### src/rtl/line_mem_responder_pkg.sv
// rtl/line_mem_responder_pkg.sv - shared line/word geometry, FSM state codes and word-select helper
package line_mem_responder_pkg;

    localparam int LINE_WORDS = 8;
    localparam int WORD_W     = 32;
    localparam int LINE_W     = 256;
    localparam int OFF_W      = 3;
    localparam int ADDR_W     = 30;

    localparam logic [2:0] ST_IDLE      = 3'd0;
    localparam logic [2:0] ST_READ      = 3'd1;
    localparam logic [2:0] ST_READ_LAST = 3'd2;
    localparam logic [2:0] ST_WRITE     = 3'd3;
    localparam logic [2:0] ST_DONE      = 3'd4;
    localparam logic [2:0] ST_HOLD      = 3'd5;

    function automatic logic [WORD_W-1:0] line_word(input logic [LINE_W-1:0] line,
                                                    input logic [OFF_W-1:0]  idx);
        return line[{idx, 5'b0} +: WORD_W];
    endfunction

endpackage

### src/rtl/line_word_buffer.sv
// rtl/line_word_buffer.sv - 8x32 line register file, indexed word write, parallel read-out
module line_word_buffer
    import line_mem_responder_pkg::*;
(
    input  logic                 clk,
    input  logic                 rst_n,
    input  logic                 we_i,
    input  logic [OFF_W-1:0]     idx_i,
    input  logic [WORD_W-1:0]    wdata_i,
    output logic [LINE_W-1:0]    line_o
);

    logic [LINE_WORDS-1:0][WORD_W-1:0] words_q;

    always_ff @(posedge clk or negedge rst_n) begin
        if (!rst_n) begin
            words_q <= '0;
        end else if (we_i) begin
            words_q[idx_i] <= wdata_i;
        end
    end

    assign line_o = words_q;

endmodule

### src/rtl/line_mem_responder.sv
// rtl/line_mem_responder.sv - cache line fill/writeback responder over a 32-bit word memory; LINE_MEM_WRAP_FIRST_EN enables critical-word-first fills
module line_mem_responder
    import line_mem_responder_pkg::*;
#(
    parameter logic [ADDR_W-1:0] BASE_MASK = 30'h3FFF_FFFF
) (
    input  logic                 clk,
    input  logic                 rst,
    input  logic                 ram_en,
    input  logic                 ram_write,
    input  logic [ADDR_W-1:0]    ram_addr,
    input  logic [LINE_W-1:0]    line_wb,
    output logic                 ram_ready,
    output logic [LINE_W-1:0]    block_out,
    output logic                 mem_en,
    output logic                 mem_we,
    output logic [ADDR_W-1:0]    mem_addr,
    output logic [WORD_W-1:0]    mem_wdata,
    input  logic [WORD_W-1:0]    mem_rdata,
    output logic [2:0]           status,
    output logic [OFF_W-1:0]     counter
);

    logic [2:0]          st_q,   st_d;
    logic [OFF_W-1:0]    cnt_q,  cnt_d;
    logic [OFF_W-1:0]    beat_q, beat_d;
    logic [OFF_W-1:0]    prev_q, prev_d;
    logic [ADDR_W-1:0]   base_q, base_d;
    logic [LINE_W-1:0]   wb_q,   wb_d;
    logic [OFF_W-1:0]    fill_start;
    logic                buf_we;

`ifdef LINE_MEM_WRAP_FIRST_EN
    assign fill_start = ram_addr[OFF_W-1:0];
`else
    assign fill_start = '0;
`endif

    always_comb begin
        st_d   = st_q;
        cnt_d  = cnt_q;
        beat_d = beat_q;
        prev_d = prev_q;
        base_d = base_q;
        wb_d   = wb_q;
        buf_we = 1'b0;
        case (st_q)
            ST_IDLE: begin
                if (ram_en) begin
                    base_d = (ram_addr & ~30'd7) & BASE_MASK;
                    wb_d   = line_wb;
                    beat_d = '0;
                    cnt_d  = ram_write ? '0 : fill_start;
                    st_d   = ram_write ? ST_WRITE : ST_READ;
                end
            end
            ST_READ: begin
                // Read data lags the address by one cycle, so beat n lands while beat n+1 is issued.
                buf_we = (beat_q != '0);
                prev_d = cnt_q;
                cnt_d  = cnt_q + 3'd1;
                beat_d = beat_q + 3'd1;
                if (beat_q == 3'd7) st_d = ST_READ_LAST;
            end
            ST_READ_LAST: begin
                buf_we = 1'b1;
                cnt_d  = '0;
                st_d   = ST_DONE;
            end
            ST_WRITE: begin
                cnt_d = cnt_q + 3'd1;
                if (cnt_q == 3'd7) st_d = ST_DONE;
            end
            ST_DONE: st_d = ST_HOLD;
            ST_HOLD: if (!ram_en) st_d = ST_IDLE;
            default: st_d = ST_IDLE;
        endcase
    end

    always_ff @(posedge clk or negedge rst) begin
        if (!rst) begin
            st_q   <= ST_IDLE;
            cnt_q  <= '0;
            beat_q <= '0;
            prev_q <= '0;
            base_q <= '0;
            wb_q   <= '0;
        end else begin
            st_q   <= st_d;
            cnt_q  <= cnt_d;
            beat_q <= beat_d;
            prev_q <= prev_d;
            base_q <= base_d;
            wb_q   <= wb_d;
        end
    end

    line_word_buffer u_buf (
        .clk     (clk),
        .rst_n   (rst),
        .we_i    (buf_we),
        .idx_i   (prev_q),
        .wdata_i (mem_rdata),
        .line_o  (block_out)
    );

    assign mem_en    = (st_q == ST_READ) || (st_q == ST_WRITE);
    assign mem_we    = (st_q == ST_WRITE);
    assign mem_addr  = mem_en ? base_q + {{(ADDR_W-OFF_W){1'b0}}, cnt_q} : '0;
    assign mem_wdata = mem_we ? line_word(wb_q, cnt_q) : '0;
    assign ram_ready = (st_q == ST_DONE);
    assign status    = st_q;
    assign counter   = cnt_q;

endmodule

### config.mk
export PLATFORM = sky130hd
export DESIGN_NAME = line_mem_responder
export DESIGN_NICKNAME = d
export VERILOG_FILES = /design/src/rtl/line_mem_responder_pkg.sv /design/src/rtl/line_word_buffer.sv /design/src/rtl/line_mem_responder.sv
export SDC_FILE = /design/constraint.sdc
export NUM_CORES = 1
export LEC_CHECK = 0
export BUFFER_PORTS_ARGS = -buffer_cell sky130_fd_sc_hd__buf_2
export CAP_MARGIN = 10
export CORE_AREA = 5 5 248 250
export DETAILED_ROUTE_END_ITERATION = 12
export DIE_AREA = 0 0 253 255
export SETUP_SLACK_MARGIN = 0.1
export SKIP_LAST_GASP = 1
export SYNTH_ARGS = -nofsm -noshare
export SYNTH_HDL_FRONTEND = slang
export SYNTH_SLANG_ARGS = --single-unit
### constraint.sdc
create_clock -name clk -period 3 [get_ports clk]
set_clock_uncertainty 0.1 [all_clocks]
set_input_delay 0.6 -clock clk [delete_from_list [all_inputs] [get_ports clk]]
set_output_delay 0.6 -clock clk [all_outputs]
set_load 0.1 [all_outputs]
==> flow_summary.toml, run 1 <==
[status]
status = "finished, violations left"
violations = "negative setup slack"

[critical_path]
rr_worst_depth = 7
crit-reg2reg-launch = "beat_q[0]$_DFFE_PN0P_"
cp_cell_sequence = "buf_4 -> buf_12 -> mux4_2 -> a22o_4 -> buf_12"
cp-start-kind = "flop"
r2r_slack_ns = 0.45
critPathMaxFanout = 5
worstReg2RegEnd = "u_buf.line_o[104]$_DFFE_PN0P_"
worstPathRequired_ns = 2.30
arrival_ns = 2.40
slowest_stage = "mux4_2"
cp-end-kind = "output port"
cp_common_cell = "buf_12"
critPathMaxStageDelay_ns = 0.56
worstSetupPathType = "flop to output port"

[synthesis]
synthArstFlopShare = 1.00
synth_seq_cells = 551
yosysMostFrequentCell = "dfrtp_1"
synth-main-ff-cell = "dfrtp_1"
postSynthCellCount = 1363
synth.area.top_cells = "dfrtp_1 61%, mux2_2 26%, mux4_2 6.4%"
netlist-cell-type-count = 32
yosysWarningCount = 0
yosys.area.top_type = "dfrtp_1"
synth_edf_count = 0
synth_top_cell_area_share = 0.610
avgSynthCellArea_um2 = 16.6
syn-cell-area_um2 = 22600
ys_seq_area_frac = 0.610
ys_top_cells_by_count = "551 x dfrtp_1, 531 x mux2_2, 64 x mux4_2"
syn-num-nets = 1690

[global_route]
grt_first_pass_wirelength_mm = 99.8
grt_pass1_vias = 15900
antenna_found_initial = 25
track_usage = 0.202
gr-total-overflow = 0
grt_start_max_net_pins = 63

[timing]
setup_viol_count_final = 30
rsz0062_at_grt = "true"
relSlewSlack = 0.566
max_freq_ghz = 0.323
worst_pin_slew_ns = 0.651
fin_crit_sh = 1.03
timing.final.ws_setup_ns = -0.0991
finalMaxSlewViolations = 0
hold_violations = 0
min_period_ns = 3.10

[cts]
cts.reportedPaths.clkPinSlew_ns = 0.06
clockRootBuffer = "clkbuf_16"
cts.path.max_buffers = 3
clk_latency_ns = 0.61
clock-sinks = 551
cts_tree = "done"
htree_num_levels = 2
cts_made_buffers = 59

[detailed_routing]
wl_per_cell_um = 23.3
viasPerCell = 5.06
wl_mm = 67.4
antenna_left = 0
first_pass_iters = 4
via_count = 14600
drc = 0
drtIter0Drc = 564

[hold_path]
hp-start = "line_wb[89]"
holdPathEnd = "wb_q[89]$_DFFE_PN0P_"
min_path_cells = 2
min_path_type = "input pin to flop"

[layout]
n_fill_cell = 4904
utilization = 0.524
area_growth_pct = 36.3
nets = 2386
layout-drive-gt1-share = 0.701

[placed_design]
hpwl_mm = 48.7
gp_congestion = 0.812
portBuffers = 645

[floorplan]
num_rows = 89
core_area_um2 = 58800
ios = 649
fp.dieW_um = 253
fp.dieArea_um2 = 64500
start_util = 0.384
dieHeight_um = 255

[job]
max_cap_viol_count = 0
-- flip-flops by register name, summed over array words and instances (netlist names) --
name / flops
counter: 3
wb_q: 256
prev_q: 3
base_q: 27
u_buf.line_o: 256
status: 3
beat_q: 3
-- cells by family (layout without fill, tap and decap cells) --
kind of cell,count (synthesis),in the layout,synth area share
AO/OA/AOI/OAI,44,44,0.0162
multiplexers,608,608,0.335
flip-flops,551,551,0.610
adder cells (fa/ha/maj),5,5,0.00277
buffers and inverters,89,835,0.0187
AND/OR/NAND/NOR,66,66,0.0176
other,0,10,0
-- per-stage QoR --
| stage | setup TNS, ns | setup WS, ns | cells | cell area, µm² | hold WS [ns] |
|---|---|---|---|---|---|
| after global routing | -3.64 | -0.162 | 2891 | 30800 | 0.0833 |
| after CTS | -2.97 | -0.151 | 2879 | 30700 | 0.0687 |
| after detailed placement | 0 | 0.339 | 2750 | 28200 | 0.372 |
| after floorplan | 0 | 0.0951 | 1363 | 22900 | 0.204 |
| final | -1.32 | -0.0991 | 2892 | 30800 | 0.113 |
| after global placement | 0 | 0.350 | 2750 | 28200 | 0.368 |
-- what timing repair did --
| action | in CTS | in global routing |
|---|---|---|
| pin swaps | 17 | 5 |
| endpoints found under the setup margin | 48 | 46 |
| gates resized for setup | 20 | 16 |
| setup buffers | 13 | 2 |
| hold endpoints to repair | 45 | 0 |
| cloned | 4 | 1 |
| hold buffers | 1 | 0 |
-- how the worst max path moves through the flow --
stage,start,end,slack [ns],cells past startpoint
final,counter[0]$_DFFE_PN0P_,mem_wdata[22],-0.1,5
after global routing,counter[0]$_DFFE_PN0P_,mem_wdata[22],-0.16,5
after CTS,counter[0]$_DFFE_PN0P_,mem_wdata[20],-0.15,5
after detailed placement,counter[0]$_DFFE_PN0P_,mem_wdata[8],0.34,5
after global placement,counter[0]$_DFFE_PN0P_,mem_wdata[8],0.35,5
after floorplan,status[0]$_DFFE_PN0P_,mem_wdata[10],0.1,8
-- placed cells by master, fill, tap and decap left out, types with 3 or more instances in the layout --
master | netlist | final
nor2_1 | 6 | 6
buf_12 | 0 | 80
and2_1 | 31 | 20
buf_6 | 0 | 5
mux2_2 | 531 | 531
a22o_4 | 0 | 32
o21ai_0 | 3 | 3
dfrtp_2 | 0 | 3
buf_4 | 3 | 33
clkbuf_8 | 0 | 19
clkinvlp_4 | 0 | 4
clkinv_2 | 0 | 9
and2_2 | 0 | 10
clkbuf_16 | 0 | 62
buf_2 | 61 | 583
clkbuf_4 | 0 | 11
dfrtp_4 | 0 | 3
diode_2 | 0 | 10
dfrtp_1 | 551 | 545
nand2_1 | 6 | 5
mux4_2 | 64 | 64
bufinv_16 | 0 | 8
clkbuf_1 | 20 | 7
a22o_1 | 36 | 4
nand2b_1 | 4 | 3
ha_1 | 5 | 5
buf_16 | 0 | 5
inv_1 | 4 | 3
mux2_1 | 13 | 13
-- worst max-delay path, delay by kind of cell (launching register included) --
kind            cells  cell delay, ns
compound gates      1            0.29
buf+inv             3            0.46
mux                 1            0.56
flops               1            0.46
-- final cells by class --
| type | count | area [µm²] | share of cell area |
|---|---|---|---|
| multi-input combinational | 723 | 8740 | 0.284 |
| timing repair buffer | 720 | 5090 | 0.165 |
| clock inverter | 24 | 353 | 0.0115 |
| sequential | 551 | 13800 | 0.448 |
| tap | 773 | 967 | 0.0314 |
| clock buffer | 87 | 1810 | 0.0589 |
| antenna | 10 | 25.0 | 0.000812 |
| inverter | 4 | 15.0 | 0.000487 |
-- metal layers --
layer / part of all wire / wire, µm / track usage / up-vias
li1: - / - / - / 6423
met1: 0.38 / 25900 / 0.247 / 7630
met2: 0.52 / 34900 / 0.349 / 415
met3: 0.063 / 4270 / 0.0531 / 143
met4: 0.033 / 2240 / 0.0708 / 26
met5: 0.0022 / 147 / 0 / -
Power of run 1 is not shown: default switching activity piles up to over one toggle a cycle in this logic, so the estimate is an artifact.
==> run 2, diff against run 1 <==
--- a/config.mk
+++ b/config.mk
@@ -5,11 +5,13 @@
 export SDC_FILE = /design/constraint.sdc
 export NUM_CORES = 1
 export LEC_CHECK = 0
+export ABC_AREA = 1
 export BUFFER_PORTS_ARGS = -buffer_cell sky130_fd_sc_hd__buf_2
 export CAP_MARGIN = 10
 export CORE_AREA = 5 5 248 250
 export DETAILED_ROUTE_END_ITERATION = 12
 export DIE_AREA = 0 0 253 255
+export PLACE_DENSITY = 0.65
 export SETUP_SLACK_MARGIN = 0.1
 export SKIP_LAST_GASP = 1
 export SYNTH_ARGS = -nofsm -noshare
==> flow_summary.toml, run 2 <==
[layout]
mostFrequentLayoutCell = "nand2_1"
utilization = 0.559
layout_common_cells = "1082 x nand2_1, 580 x buf_2, 545 x dfrtp_1"
area_growth_pct = 34.4
design_area_um2 = 32900
nets = 3958
layout-drive-gt1-share = 0.286

[detailed_routing]
drc = 0
wl_mm = 89.6
drtIter0Drc = 1830
first_pass_iters = 7
via_count = 22700
viasPerCell = 5.10
antenna_left = 0
wl_per_cell_um = 20.1

[synthesis]
syn-num-nets = 3382
synth.area.top_cells = "dfrtp_1 56%, nand2_1 17%, nand3_1 8.6%"
synth_edf_count = 0
syn-cell-area_um2 = 24500
postSynthCellCount = 3055
ys_seq_area_frac = 0.563
netlist-cell-type-count = 23
synth-main-ff-cell = "dfrtp_1"
yosysWarningCount = 0
ys_top_cells_by_count = "1138 x nand2_1, 551 x dfrtp_1, 422 x nand3_1"
synthArstFlopShare = 1.00
yosysMostFrequentCell = "nand2_1"
avgSynthCellArea_um2 = 8.01
synth_seq_cells = 551
yosys.area.top_type = "dfrtp_1"
synth_top_cell_area_share = 0.563

[critical_path]
crit_buf_inv = 3
cp_top_family = "flip-flops"
cp_common_cell = "buf_12"
cp_cell_sequence = "buf_12 -> buf_16 -> nand2_1 -> nand3_2 -> nand2_2 -> nor2_1 -> nor2_4 -> buf_12"
arrival_ns = 2.29
worstPathRequired_ns = 2.30
critPathMaxFanout = 11
r2r_slack_ns = 0.74
slowest_stage = "dfrtp_4"
cp-end-kind = "output port"
cp-start-kind = "flop"
critPathMaxStageDelay_ns = 0.59
worstSetupPathType = "flop to output port"
crit-reg2reg-launch = "status[1]$_DFFE_PN0P_"
worstSetupStartpoint = "counter[0]$_DFFE_PN0P_"

[timing]
worst_pin_slew_ns = 0.580
rsz0062_at_grt = "true"
min_period_ns = 2.99
relSlewSlack = 0.616
setup_viol_count_final = 0
fin_crit_sh = 0.996
max_freq_ghz = 0.335
finalMaxSlewViolations = 0
hold_violations = 0

[placed_design]
dpl_cell_area_um2 = 29700
portBuffers = 645
hpwl_mm = 62.4
gp_congestion = 0.879

[hold_path]
hp-start = "line_wb[102]"
min_path_type = "input pin to flop"

[cts]
clk_latency_ns = 0.61
htree_num_levels = 2
cts_made_buffers = 58
clockRootBuffer = "clkbuf_16"
clock-sinks = 551
cts_tree = "done"
cts.reportedPaths.clkPinSlew_ns = 0.06
cts.path.max_buffers = 3

[floorplan]
fp.dieArea_um2 = 64500
ios = 649
num_rows = 89
dieHeight_um = 255
fp.dieW_um = 253
core_area_um2 = 58800
start_util = 0.416

[global_route]
grt_pass1_vias = 21500
grt_start_max_net_pins = 111
track_usage = 0.263
antenna_found_initial = 28
grt_first_pass_wirelength_mm = 131
gr-total-overflow = 0

[status]
status = "finished clean"

[job]
max_cap_viol_count = 0
-- run 2: changes by cell type after synthesis, moves of 27 or more --
cell and delta:
nand2_1 +1132, mux4_2 -64, clkbuf_1 +59, mux2_2 -531, and2_1 -31, nor2_1 +95
a22o_1 -36, o21ai_0 +291, clkbuf_2 +30, nand3_1 +418, buf_2 +27, inv_1 +292
-- run 2: tightest hold or removal path, stage by stage --
cell	delay, ns
buf_2	0.07
nand2_1	0.04
o21ai_0	0.06
-- run 2: metal layers --
layer,wire length [µm],up-vias,global-route usage
met5,175,-,0
met4,4610,28,0.112
met3,8290,218,0.0689
met2,42000,1027,0.427
met1,34500,10800,0.336
li1,-,10700,-
-- run 2: repair_timing --
item | CTS | global route
resized for setup | 130 | 64
hold endpoints to repair | 37 | 0
gates cloned | 4 | 10
setup buffers | 10 | 0
pin swaps | 53 | 49
hold buffers | 1 | 0
endpoints found under the setup margin | 63 | 53
-- run 2: final cells by class --
type	count	area, µm²
antenna	12	30.0
clock buffer	84	1700
clock inverter	22	294
fill	5355	25900
inverter	302	1160
multi-input combinational	1974	9390
sequential	551	13800
tap	773	967
timing repair buffer	744	5560
-- run 2: logic make-up (layout without fill, tap and decap cells) --
logic type,count (synthesis),in the layout,synth area share
buffers and inverters,530,1152,0.0910
other,0,12,0
AO/OA/AOI/OAI,297,297,0.0609
flip-flops,551,551,0.563
adder cells (fa/ha/maj),5,5,0.00256
AND/OR/NAND/NOR,1672,1672,0.282
-- run 2: worst paths after layout --
path	to	cells past startpoint
max in group asynchronous	wb_q[74]$_DFFE_PN0P_	4
min in group asynchronous	u_buf.line_o[0]$_DFFE_PN0P_	2
worst max register to register	wb_q[72]$_DFFE_PN0P_	7
worst min register to register	u_buf.line_o[8]$_DFFE_PN0P_	2
worst max-delay path	mem_wdata[13]	8
worst min-delay path	wb_q[102]$_DFFE_PN0P_	3
-- run 2: through the flow --
stage	hold WS [ns]	std cells	TNS, ns	worst slack [ns]
floorplan	0.204	3055	-2.49	-0.0832
global route	0.0708	4457	-0.720	-0.0582
CTS	0.0537	4440	-0.118	-0.0251
finish	0.0920	4462	0	0.0121
global placement	0.348	4319	0	0.356
detailed placement	0.353	4319	0	0.346
Power of run 2 is left out for the same reason.
